<file path="src/rtl/ai_av_pkg.sv">
// Shared definitions for the ai_av comparer register file: register indices, flag/CTRL bit
// positions and the per-channel configuration record.
package ai_av_pkg;

  localparam logic [2:0] REG_START     = 3'd0;
  localparam logic [2:0] REG_SCORE_MIN = 3'd1;
  localparam logic [2:0] REG_SIZES     = 3'd2;
  localparam logic [2:0] REG_MAX       = 3'd3;
  localparam logic [2:0] REG_CTRL      = 3'd4;
  localparam logic [2:0] REG_RESULT    = 3'd5;
  localparam logic [2:0] REG_FLAGS     = 3'd6;

  localparam int BUSY_B = 0;
  localparam int DONE_B = 1;
  localparam int ERR_B  = 2;

  localparam int CTRL_COMPRESS_B = 0;
  localparam int CTRL_IRQ_EN_B   = 1;

  // Fields sized to the widest value the 32-bit bus can carry; the top trims to parameters.
  typedef struct packed {
    logic [15:0] sector;
    logic [15:0] len;
    logic [7:0]  score_min;
    logic [14:0] sample_size;
    logic [7:0]  packet_size;
    logic [31:0] max;
    logic        compress;
    logic        irq_en;
  } chan_cfg_t;

endpackage

</file>
<file path="src/rtl/ai_av_channel_regs.sv">
// One comparer channel: configuration registers, busy/done/err flags, result latch and init pulse.
// CTRL bit1 (irq_en) is only writable when AI_AV_IRQ_EN is defined.
module ai_av_channel_regs
  import ai_av_pkg::*;
#(
  parameter int MAX_W   = 24,
  parameter int SCORE_W = 16
) (
  input  logic               clk,
  input  logic               rst,
  input  logic               wr_en,
  input  logic [2:0]         reg_idx,
  input  logic [31:0]        wdata,
  input  logic               done_i,
  input  logic [SCORE_W-1:0] score_i,
  output chan_cfg_t          cfg,
  output logic               init,
  output logic               irq_req,
  output logic [31:0]        rd_data
);

  chan_cfg_t          cfg_q, cfg_d;
  logic               busy_q, busy_d;
  logic               done_q, done_d;
  logic               err_q, err_d;
  logic               init_q, init_d;
  logic [SCORE_W-1:0] result_q, result_d;

  // Completion is applied first so a START accepted in the same cycle still leaves busy set,
  // while a W1C of done never beats a same-cycle completion.
  always_comb begin
    cfg_d    = cfg_q;
    busy_d   = busy_q;
    done_d   = done_q;
    err_d    = err_q;
    result_d = result_q;
    init_d   = 1'b0;

    if (done_i) begin
      busy_d   = 1'b0;
      done_d   = 1'b1;
      result_d = score_i;
    end

    if (wr_en) begin
      case (reg_idx)
        REG_START: begin
          if (!busy_q) begin
            cfg_d.sector = wdata[31:16];
            cfg_d.len    = wdata[15:0];
            busy_d       = 1'b1;
            init_d       = 1'b1;
          end else begin
            err_d = 1'b1;
          end
        end
        REG_SCORE_MIN: cfg_d.score_min = wdata[7:0];
        REG_SIZES: begin
          cfg_d.sample_size = wdata[14:0];
          cfg_d.packet_size = wdata[23:16];
        end
        REG_MAX: begin
          cfg_d.max            = '0;
          cfg_d.max[MAX_W-1:0] = wdata[MAX_W-1:0];
        end
        REG_CTRL: begin
          cfg_d.compress = wdata[CTRL_COMPRESS_B];
`ifdef AI_AV_IRQ_EN
          cfg_d.irq_en   = wdata[CTRL_IRQ_EN_B];
`endif
        end
        REG_FLAGS: begin
          if (wdata[DONE_B] && !done_i) done_d = 1'b0;
          if (wdata[ERR_B]) err_d = 1'b0;
        end
        default: ;
      endcase
    end
  end

  always_ff @(posedge clk or posedge rst) begin
    if (rst) begin
      cfg_q    <= '0;
      busy_q   <= 1'b0;
      done_q   <= 1'b0;
      err_q    <= 1'b0;
      init_q   <= 1'b0;
      result_q <= '0;
    end else begin
      cfg_q    <= cfg_d;
      busy_q   <= busy_d;
      done_q   <= done_d;
      err_q    <= err_d;
      init_q   <= init_d;
      result_q <= result_d;
    end
  end

  always_comb begin
    rd_data = '0;
    case (reg_idx)
      REG_START, REG_FLAGS: begin
        rd_data[BUSY_B] = busy_q;
        rd_data[DONE_B] = done_q;
        rd_data[ERR_B]  = err_q;
      end
      REG_SCORE_MIN: rd_data[7:0] = cfg_q.score_min;
      REG_SIZES:     rd_data[23:0] = {cfg_q.packet_size, 1'b0, cfg_q.sample_size};
      REG_MAX:       rd_data = cfg_q.max;
      REG_CTRL: begin
        rd_data[CTRL_COMPRESS_B] = cfg_q.compress;
        rd_data[CTRL_IRQ_EN_B]   = cfg_q.irq_en;
      end
      REG_RESULT:    rd_data[SCORE_W-1:0] = result_q;
      default: ;
    endcase
  end

  assign cfg     = cfg_q;
  assign init    = init_q;
  assign irq_req = done_q & cfg_q.irq_en;

endmodule

</file>
<file path="src/rtl/ai_av_regfile.sv">
// Avalon-MM register file configuring CHANNELS comparer engines, with 1-cycle registered reads.
// Optional AI_AV_IRQ_EN adds a registered irq output.
module ai_av_regfile
  import ai_av_pkg::*;
#(
  parameter int CHANNELS = 4,
  parameter int ADDR_W   = 6,
  parameter int SECTOR_W = 16,
  parameter int MAX_W    = 24,
  parameter int SCORE_W  = 16
) (
  input  logic                         clk,
  input  logic                         rst,
  input  logic                         avs_s0_write,
  input  logic                         avs_s0_read,
  input  logic [ADDR_W-1:0]            avs_s0_address,
  input  logic [31:0]                  avs_s0_writedata,
  output logic [31:0]                  avs_s0_readdata,
  output logic                         avs_s0_readdatavalid,
  output logic [CHANNELS-1:0]          init,
  output logic [CHANNELS*SECTOR_W-1:0] load_sector,
  output logic [CHANNELS*SECTOR_W-1:0] load_len,
  output logic [CHANNELS*8-1:0]        score_minimum,
  output logic [CHANNELS*15-1:0]       sample_size,
  output logic [CHANNELS*8-1:0]        packet_size,
  output logic [CHANNELS*MAX_W-1:0]    max,
  output logic [CHANNELS-1:0]          compress,
  input  logic [CHANNELS-1:0]          done_i,
  input  logic [CHANNELS*SCORE_W-1:0]  score_i
`ifdef AI_AV_IRQ_EN
  ,
  output logic                         irq
`endif
);

  logic [ADDR_W-4:0]   ch_idx;
  logic [2:0]          reg_idx;
  chan_cfg_t           cfg [CHANNELS];
  logic [31:0]         ch_rd [CHANNELS];
  logic [CHANNELS-1:0] irq_req;
  logic [CHANNELS-1:0] unused_bits;
  logic [31:0]         rd_mux;
  logic [31:0]         readdata_q, readdata_d;
  logic                rdv_q, rdv_d;

  assign ch_idx  = avs_s0_address[ADDR_W-1:3];
  assign reg_idx = avs_s0_address[2:0];

  for (genvar c = 0; c < CHANNELS; c++) begin : g_ch
    ai_av_channel_regs #(
      .MAX_W   (MAX_W),
      .SCORE_W (SCORE_W)
    ) u_ch (
      .clk     (clk),
      .rst     (rst),
      .wr_en   (avs_s0_write && (32'(ch_idx) == c)),
      .reg_idx (reg_idx),
      .wdata   (avs_s0_writedata),
      .done_i  (done_i[c]),
      .score_i (score_i[c*SCORE_W +: SCORE_W]),
      .cfg     (cfg[c]),
      .init    (init[c]),
      .irq_req (irq_req[c]),
      .rd_data (ch_rd[c])
    );

    assign load_sector[c*SECTOR_W +: SECTOR_W] = cfg[c].sector[SECTOR_W-1:0];
    assign load_len[c*SECTOR_W +: SECTOR_W]    = cfg[c].len[SECTOR_W-1:0];
    assign score_minimum[c*8 +: 8]             = cfg[c].score_min;
    assign sample_size[c*15 +: 15]             = cfg[c].sample_size;
    assign packet_size[c*8 +: 8]               = cfg[c].packet_size;
    assign max[c*MAX_W +: MAX_W]               = cfg[c].max[MAX_W-1:0];
    assign compress[c]                         = cfg[c].compress;
    assign unused_bits[c] = ^{cfg[c].sector, cfg[c].len, cfg[c].max, cfg[c].irq_en, irq_req[c]};
  end

  // Out-of-range channel indices match no bank and fall through to zero.
  always_comb begin
    rd_mux = '0;
    for (int c = 0; c < CHANNELS; c++) begin
      if (32'(ch_idx) == c) rd_mux = ch_rd[c];
    end
    readdata_d = avs_s0_read ? rd_mux : readdata_q;
    rdv_d      = avs_s0_read;
  end

  always_ff @(posedge clk or posedge rst) begin
    if (rst) begin
      readdata_q <= '0;
      rdv_q      <= 1'b0;
    end else begin
      readdata_q <= readdata_d;
      rdv_q      <= rdv_d;
    end
  end

  assign avs_s0_readdata      = readdata_q;
  assign avs_s0_readdatavalid = rdv_q;

`ifdef AI_AV_IRQ_EN
  logic irq_q, irq_d;

  always_comb irq_d = |irq_req;

  always_ff @(posedge clk or posedge rst) begin
    if (rst) irq_q <= 1'b0;
    else     irq_q <= irq_d;
  end

  assign irq = irq_q;
`endif

endmodule

</file>
<file path="config.mk">
export PLATFORM = sky130hd
export DESIGN_NAME = ai_av_regfile
export DESIGN_NICKNAME = d
export VERILOG_FILES = /design/src/rtl/ai_av_pkg.sv /design/src/rtl/ai_av_channel_regs.sv /design/src/rtl/ai_av_regfile.sv
export SDC_FILE = /design/constraint.sdc
export NUM_CORES = 1
export LEC_CHECK = 0
export CAP_MARGIN = 20
export CORE_UTILIZATION = 40
export CTS_CLUSTER_DIAMETER = 150
export DETAILED_ROUTE_END_ITERATION = 6
export PLACE_DENSITY = 0.76
export SYNTH_ARGS = -nofsm -noshare
export SYNTH_HDL_FRONTEND = slang
export SYNTH_SLANG_ARGS = --single-unit
</file>
<file path="constraint.sdc">
create_clock -name clk -period 28.4 [get_ports clk]
set_input_delay 5.68 -clock clk [delete_from_list [all_inputs] [get_ports clk]]
set_output_delay 5.68 -clock clk [all_outputs]
set_load 0.01 [all_outputs]
</file>
==> results of run 1 <==
## cell type report
cell class / instances / area share, %
sequential: 457 / 41.8
clock inverter: 23 / 1.17
clock buffer: 70 / 5.22
antenna: 6 / 0.0548
multi-input combinational: 899 / 29.6
timing repair buffer: 520 / 18.9
inverter: 14 / 0.219
tap: 672 / 3.07
## flip-flops by register name, summed over array words and instances, names as in the netlist
signal                cells
g_ch.u_ch.cfg           352
g_ch.u_ch.result_q       64
avs_s0_readdata          24
g_ch.u_ch.busy_q          4
g_ch.u_ch.done_q          4
g_ch.u_ch.err_q           4
g_ch.u_ch.init            4
avs_s0_readdatavalid      1
## critical path, stage by stage
cell,delay (ns)
clkdlybuf4s50_1,0.49
inv_8,0.54
buf_12,0.70
buf_4,0.80
buf_4,0.63
## metal layers
metal | global-route usage (%) | part of all wire (%) | up-vias
li1 | - | - | 6343
met1 | 35.7 | 42 | 7710
met2 | 41.1 | 46 | 670
met3 | 7.07 | 7.9 | 149
met4 | 12.2 | 4.1 | 4
met5 | 0 | 0.027 | -
## cells in the mapped netlist (all sizes together), types with 2 or more instances
cell,count
dfrtp,457
mux2,453
buf,84
o21ai,65
nand2,58
mux2i,53
clkbuf,44
a21oi,38
a22oi,33
nor2,27
nand3b,18
o22ai,18
a31oi,16
a221oi,14
inv,14
nor2b,11
nand3,9
nor3,8
a221o,6
and3,6
a21o,5
o221ai,5
nor3b,4
o211ai,4
o32ai,4
a211o,3
a32o,3
nand2b,3
o22a,3
a21boi,2
a222oi,2
a311oi,2
and2,2
nor4,2
## logic make-up (layout without fill, tap and decap cells)
family                   count (synthesis)  count (layout)
adder cells (fa/ha/maj)                  1               1
buffers and inverters                  142             627
other                                    1              14
AND/OR/NAND/NOR                        154             154
multiplexers                           506             506
XOR/XNOR                                 1               1
flip-flops                             457             457
AO/OA/AOI/OAI                          229             229
## metrics by stage
step,area [um2],instances
3_5_place_dp,25600,2560
4_1_cts,27300,2653
2_1_floorplan,20300,1498
5_1_grt,27400,2661
3_3_place_gp,25500,2558
6_report,27400,2661
## where the power goes
group	total, mW	switching (mW)	internal [mW]
clock	0.693	0.277	0.416
combinational	0.375	0.165	0.210
sequential	0.795	0.0631	0.732
## how the worst max path moves through the flow
stage | cells after the start | to | slack [ns]
3_5_place_dp | 5 | g_ch[3].u_ch.init | 19.25
2_1_floorplan | 1 | avs_s0_readdata[0] | 9.98
5_1_grt | 5 | g_ch[3].u_ch.cfg[70] | 19.49
4_1_cts | 5 | g_ch[1].u_ch.cfg[67] | 19.90
3_3_place_gp | 5 | g_ch[1].u_ch.cfg[67] | 19.35
6_report | 5 | g_ch[3].u_ch.init | 19.95
==> results.cfg, run 1 <==
[synthesis]
synth_top_family_by_area = multiplexers
synth-adder-area-share_pct = 0.0617
synthDistinctLibCells = 64
synth.cell_area_um2 = 20300
syn_area_per_cell_um2 = 13.6
synth_edf_count = 0
synth_compound_area_share_pct = 7.35
synth_largest_area_cell = dfrtp_1
synth_area_leaders = dfrtp_1, mux2_2, mux2i_1, o21ai_0, a22oi_1
yosys_warnings = 0
synth.area.mux_share_pct = 27.8
yosys.area_share.simple_pct = 4.48
async_flop_share_pct = 100
ys.flop_type = dfrtp_1
yosysSeqAreaShare_pct = 56.4
synth_top_area_share_pct = 56.4
synthCells = 1491
ys_seq_elements = 457
synth_xor_area_share_pct = 0.0432

[timing]
hold_viol = 0
drv_slew = 0
slew-limit-headroom_pct = 27.0
fin_ws_ns = 19.95
layout_min_cycle_time_ns = 8.45
fmax_mhz = 118
rsz0062_at_grt = no
tightest_slew_ns = 1.09
finalSetupViolCount = 0
hold-worst-slack_ns = 0.485
fin_crit_sh_pct = 29.7
tns_ns = 0
skew_ns = 0.0209

[detailed_routing]
first_pass_iters = 5
drt.antenna.violating_nets = 0
vias = 14900
drt_wl_total_um = 70000
drc = 0
wl_per_cell_um = 26.3
drt_iter0_markers = 1056
vias_per_cell = 5.59

[clock_network]
cts_setup_buffers = 0
clock_path_buffers = 3
cts_root_buffer = clkbuf_16
worstSkewPairLatency_ns = 0.59
cts_buffers = 51
post_cts_resized = 0
cts_tree = built
h-tree-depth = 2
clkTransAtPathRegs_ns = 0.06
clock_sinks = 457
hold_buffers = 0

[die]
boundaryPins = 499
fp.coreArea_um2 = 50100
die_area_um2 = 51600
std_cell_rows = 82
fp.dieW_um = 227
fp.dieH_um = 227
start_util_pct = 40.5

[critical_path]
cp-end-kind = asynchronous set/reset pin
r2r-start = g_ch[0].u_ch.cfg[5]
reg2reg_depth = 5
r2r_slack_ns = 26.61
critPathLaunchType = input pin
rr_endpoint = avs_s0_readdata[3]
arrival_ns = 9.12
required_ns = 29.08
crit_start = rst
worstPathMaxFanout = 167
crit_type = input pin to asynchronous set/reset pin

[hold_path]
hold_depth = 1
worstHoldPathType = flip-flop to flip-flop
min_to = g_ch[3].u_ch.cfg[84]
min-delay-start = g_ch[3].u_ch.cfg[84]

[placed_design]
dpl_worst_slack_ns = 19.25
io_buffers = 490
gp_congestion = 0.885
hpwl_um = 49000

[power]
p_per_area_nw_per_um2 = 68.1
leakage_nw = 12.0
p_total_mw = 1.86
irDropWorstVdd_mv = 0.0488

[grt]
grt_max_degree = 168
grt_first_pass_wirelength_um = 102000
antenna_found_initial = 8
grtUsageTotal_pct = 26.8
overflow = 0
grt_pass1_vias = 15400

[cells_and_area]
drive_above_1_share_pct = 28.8
multi_input_area_um2 = 8090
fin_util_pct = 54.7
final_cell_mix = clkdlybuf4s50_1, dfrtp_1, mux2_2
area_growth_pct = 35.1
seqCellArea_um2 = 11400
fillers = 4219
nets = 2054
final_common_cell = clkdlybuf4s50_1

[outcome]
outcome = finished, final reports clean

[job]
cap_violations = 0
Note: power is estimated with default switching activity, not from simulation.
==> run 2: changes to the inputs <==
==> constraint.sdc (replaced) <==
create_clock -name clk -period 8.5 [get_ports clk]
set_input_delay 1.7 -clock clk [delete_from_list [all_inputs] [get_ports clk]]
set_output_delay 1.7 -clock clk [all_outputs]
set_load 0.01 [all_outputs]
==> run 2 against run 1 <==
  * Global-route usage shrank 0.34 points
  * Final area decreased by 0.21%
  * Non-clock buffer count is 2 lower
  * Sequential power grew to 3.3 times the previous value
  * Critical path depth grew 4
  * Wire length fell by 0.42%
  * Cell count is 0.19% lower
==> results.cfg, run 2 (same netlist as run 1, synthesis figures left out) <==
[detailed_routing]
first_pass_iters = 5
wl_per_cell_um = 26.3
drc = 0
vias = 14900
drt_wl_total_um = 69700
vias_per_cell = 5.61
drt_iter0_markers = 1202
drt.antenna.violating_nets = 0

[timing]
tns_ns = 0
rsz0062_at_grt = no
tightest_slew_ns = 1.13
fin_ws_ns = 4.15
hold-worst-slack_ns = 0.485
hold_viol = 0
fin_crit_sh_pct = 51.2
drv_slew = 0
fmax_mhz = 230
layout_min_cycle_time_ns = 4.35
skew_ns = 0.0106
slew-limit-headroom_pct = 24.5
finalSetupViolCount = 0

[clock_network]
h-tree-depth = 2
clkTransAtPathRegs_ns = 0.05
worstSkewPairLatency_ns = 0.59
cts_buffers = 51
clock_sinks = 457
post_cts_resized = 0
clock_path_buffers = 3
cts_setup_buffers = 0
hold_buffers = 0
cts_root_buffer = clkbuf_16
cts_tree = built

[grt]
grt_pass1_vias = 15300
antenna_found_initial = 6
grt_util_met1_pct = 35.1
grt-busiest-layer = met2
grtUsageTotal_pct = 26.5
grt_first_pass_wirelength_um = 101000
grt_max_degree = 173
overflow = 0
met3_usage_pct = 6.58
grt_use_met2_pct = 41.5

[cells_and_area]
final_cell_mix = clkdlybuf4s50_1, dfrtp_1, mux2_2
final_common_cell = clkdlybuf4s50_1
area_growth_pct = 34.8
nets = 2052
fin_cells = 2656
drive_above_1_share_pct = 28.8
largest_reg_flops = 352

[die]
start_util_pct = 40.5
std_cell_rows = 82
fp.coreArea_um2 = 50100
die_area_um2 = 51600
fp.dieH_um = 227
boundaryPins = 499
fp.dieW_um = 227

[placed_design]
io_buffers = 490
dpl_worst_slack_ns = 3.60
gp_congestion = 0.887
place_inst = 2558
hpwl_um = 49100

[power]
p_per_area_nw_per_um2 = 225
p_total_mw = 6.14
irDropWorstVdd_mv = 0.154
leakage_nw = 12.0

[critical_path]
r2r_slack_ns = 6.44
worstPathMaxFanout = 43
arrival_ns = 4.85
required_ns = 9.00
crit_type = input pin to flip-flop
critPathLaunchType = input pin
cp-end-kind = flip-flop

[hold_path]
worstHoldPathType = flip-flop to flip-flop

[outcome]
outcome = finished, final reports clean

[job]
cap_violations = 0
-- run 2: changes by cell type in the layout (fill, tap and decap cells not counted), sizes merged, moves of 2 or more --
| cell | delta |
|---|---|
| clkbuf | +10 |
| clkinv | -7 |
| bufinv | -5 |
| clkinvlp | +2 |
| inv | -2 |
-- run 2: where the power goes --
group	switching, mW	total (mW)	internal, mW
clock network	0.915	2.24	1.32
registers	0.203	2.65	2.45
logic	0.554	1.26	0.702
total	1.67	6.14	4.47
-- run 2: critical path: stages --
cell	delay [ns]
buf_2	0.08
buf_4	0.48
nor2b_4	0.59
buf_4	0.44
a22oi_1	0.15
a2111oi_0	0.91
buf_4	0.24
a221oi_1	0.04
a21oi_1	0.15
-- run 2: per-layer routing --
layer | part of all wire [%] | vias to the layer above | wire length (um)
li1 | - | 6315 | -
met1 | 41 | 7751 | 28600
met4 | 3.5 | 2 | 2410
met2 | 47 | 702 | 32700
met5 | 0.017 | - | 12
met3 | 8.6 | 132 | 5980
-- run 2: path summary, 6_finish.rpt --
| kind | start | end | cells after the start |
|---|---|---|---|
| max in group asynchronous | rst | g_ch[0].u_ch.cfg[84] | 4 |
| hold / removal | g_ch[1].u_ch.cfg[87] | g_ch[1].u_ch.cfg[87] | 1 |
| setup / recovery | avs_s0_address[1] | avs_s0_readdata[11] | 9 |
| setup reg to reg | g_ch[0].u_ch.cfg[53] | avs_s0_readdata[11] | 6 |
| min in group asynchronous | rst | g_ch[2].u_ch.cfg[37] | 2 |
| hold reg to reg | g_ch[1].u_ch.cfg[87] | g_ch[1].u_ch.cfg[87] | 1 |
-- run 2: metrics by stage --
step	instance area [um2]	util [%]
floorplan	20300	-
global placement	25500	51.0
detailed placement	25600	51.0
CTS	27300	54.4
global route	27300	54.6
finish	27300	54.6
-- run 2: area by class of cell --
type                            count  area, um2
Clock buffer                       80       1570
Fill cell                        4215      22700
Inverter                           14       56.3
Multi-Input combinational cell    899       8090
Timing Repair Buffer              518       5180
Sequential cell                   457      11400
Tap cell                          672        841
Clock inverter                     11        134
Antenna cell                        5       12.5
==> run 3: changes to the inputs <==
==> constraint.sdc (replaced) <==
create_clock -name clk -period 4.5 [get_ports clk]
set_input_delay 0.9 -clock clk [delete_from_list [all_inputs] [get_ports clk]]
set_output_delay 0.9 -clock clk [all_outputs]
set_load 0.01 [all_outputs]
==> run 3 against run 2 <==
  * Die area did not move
  * Clock-buffer cell count decreased by 9
  * Cell count rose by 0.53%
  * Clock power grew 89%
  * Global-route usage up 0.52 points
  * Via count is essentially flat
  * Critical path depth decreased by 1
  * Largest cell class unchanged
  * Largest power group unchanged
==> results.cfg, run 3 (same netlist as run 1, synthesis figures left out) <==
[outcome]
outcome = finished, final reports clean

[clock_network]
worstSkewPairLatency_ns = 0.61
clkTransAtPathRegs_ns = 0.06
post_cts_resized = 0
clock_path_buffers = 3
cts_buffers = 50
cts_setup_buffers = 0
hold_buffers = 0
h-tree-depth = 2
cts_root_buffer = clkbuf_16
clock_sinks = 457
cts_tree = built

[hold_path]
min_to = g_ch[3].u_ch.cfg[87]
hold_depth = 1
worstHoldPathType = flip-flop to flip-flop
min-delay-start = g_ch[3].u_ch.cfg[87]

[power]
p_total_mw = 11.6
seqPwrFrac_pct = 43.0
power.internal_mw = 8.48
p_sw_mw = 3.14
p_comb_share_pct = 20.6
power_switching_share_pct = 27.0
p_clk_share_pct = 36.4
irDropWorstVdd_mv = 0.297
p_per_area_nw_per_um2 = 424
leakage_nw = 12.1

[die]
boundaryPins = 499
fp.dieH_um = 227
die_area_um2 = 51600
std_cell_rows = 82
start_util_pct = 40.5
fp.coreArea_um2 = 50100
fp.dieW_um = 227

[timing]
hold_viol = 0
fin_ws_ns = 1.28
finalSetupViolCount = 0
slew-limit-headroom_pct = 24.6
skew_ns = 0.0211
tightest_slew_ns = 1.13
drv_slew = 0
fmax_mhz = 311
layout_min_cycle_time_ns = 3.22
tns_ns = 0
hold-worst-slack_ns = 0.486
rsz0062_at_grt = no
fin_crit_sh_pct = 71.5

[critical_path]
required_ns = 5.02
crit_type = input pin to flip-flop
rr_endpoint = avs_s0_readdata[11]
critPathLaunchType = input pin
r2r-start = g_ch[1].u_ch.cfg[13]
crit_path_cell_trace = buf_2 -> nor2b_4 -> buf_4 -> a22oi_1 -> a2111oi_0 -> buf_4 -> a221oi_1 -> a21oi_1
reg2reg_depth = 6
slowest_delay_ns = 0.92
cp-end-kind = flip-flop
critPathSlowestCell = a2111oi_0
crit_top_cell = buf_4
r2r_slack_ns = 2.46
arrival_ns = 3.73
worstPathMaxFanout = 26

[cells_and_area]
area_growth_pct = 35.3
drive_above_1_share_pct = 29.2
fillers = 4198
fin_cells = 2670
final_cell_area_um2 = 27400
largest_reg_flops = 352
nets = 2066
final_cell_mix = clkdlybuf4s50_1, dfrtp_1, mux2_2
fin_util_pct = 54.8
final_common_cell = clkdlybuf4s50_1

[grt]
overflow = 0
grtUsageTotal_pct = 27.0
grt_pass1_vias = 15200
antenna_found_initial = 8
grt_first_pass_wirelength_um = 102000
grt_max_degree = 145

[detailed_routing]
drc = 0
wl_per_cell_um = 26.3
vias = 14900
drt.antenna.violating_nets = 0
first_pass_iters = 5
drt_iter0_markers = 1115
vias_per_cell = 5.59
drt_wl_total_um = 70300

[placed_design]
hpwl_um = 50000
place_inst = 2575
io_buffers = 490
dpl_worst_slack_ns = 0.721
post_dp_cell_area_um2 = 25700
gp_congestion = 0.863

[job]
cap_violations = 0
## run 3: power groups by stage
stage | Sequential (mW) | Clock, mW | Combinational, mW
3_3_place_gp | 5.04 | 0 | 2.34
6_report | 5.00 | 4.23 | 2.39
4_1_cts | 5.00 | 4.31 | 2.40
2_1_floorplan | 5.18 | 0 | 0.838
5_1_grt | 5.06 | 4.46 | 2.53
3_5_place_dp | 5.06 | 0 | 2.39
## run 3: area by class of cell
type,count,area [um2],area share (%)
diodes,8,20.0,0.0730
clock buffers,71,1450,5.29
clock inverters,16,238,0.867
inverters,14,56.3,0.205
multi-input cells,899,8090,29.5
flip-flops and latches,457,11400,41.7
well taps,672,841,3.07
repair buffers,533,5290,19.3
## run 3: how the worst max path moves through the flow
stage | from | endpoint | cells past startpoint
5_1_grt | avs_s0_address[2] | avs_s0_readdata[11] | 8
4_1_cts | avs_s0_address[2] | avs_s0_readdata[11] | 8
3_3_place_gp | avs_s0_address[2] | avs_s0_readdata[11] | 8
6_report | avs_s0_address[2] | avs_s0_readdata[11] | 8
2_1_floorplan | rst | avs_s0_readdata[0] | 1
3_5_place_dp | avs_s0_address[2] | avs_s0_readdata[11] | 8
## run 3: critical path: cells and delay by family
family | cells | cell delay [ns]
AO/OA/AOI/OAI | 4 | 1.28
AND/OR/NAND/NOR | 1 | 0.56
buffers and inverters | 3 | 0.94
## run 3: routing by layer
metal,up-vias,part of all wire [%],GRT usage [%]
met5,-,0.065,0
met4,8,3.3,9.14
met3,149,8.2,8.03
met2,639,47,42.3
met1,7746,42,35.7
li1,6372,-,-
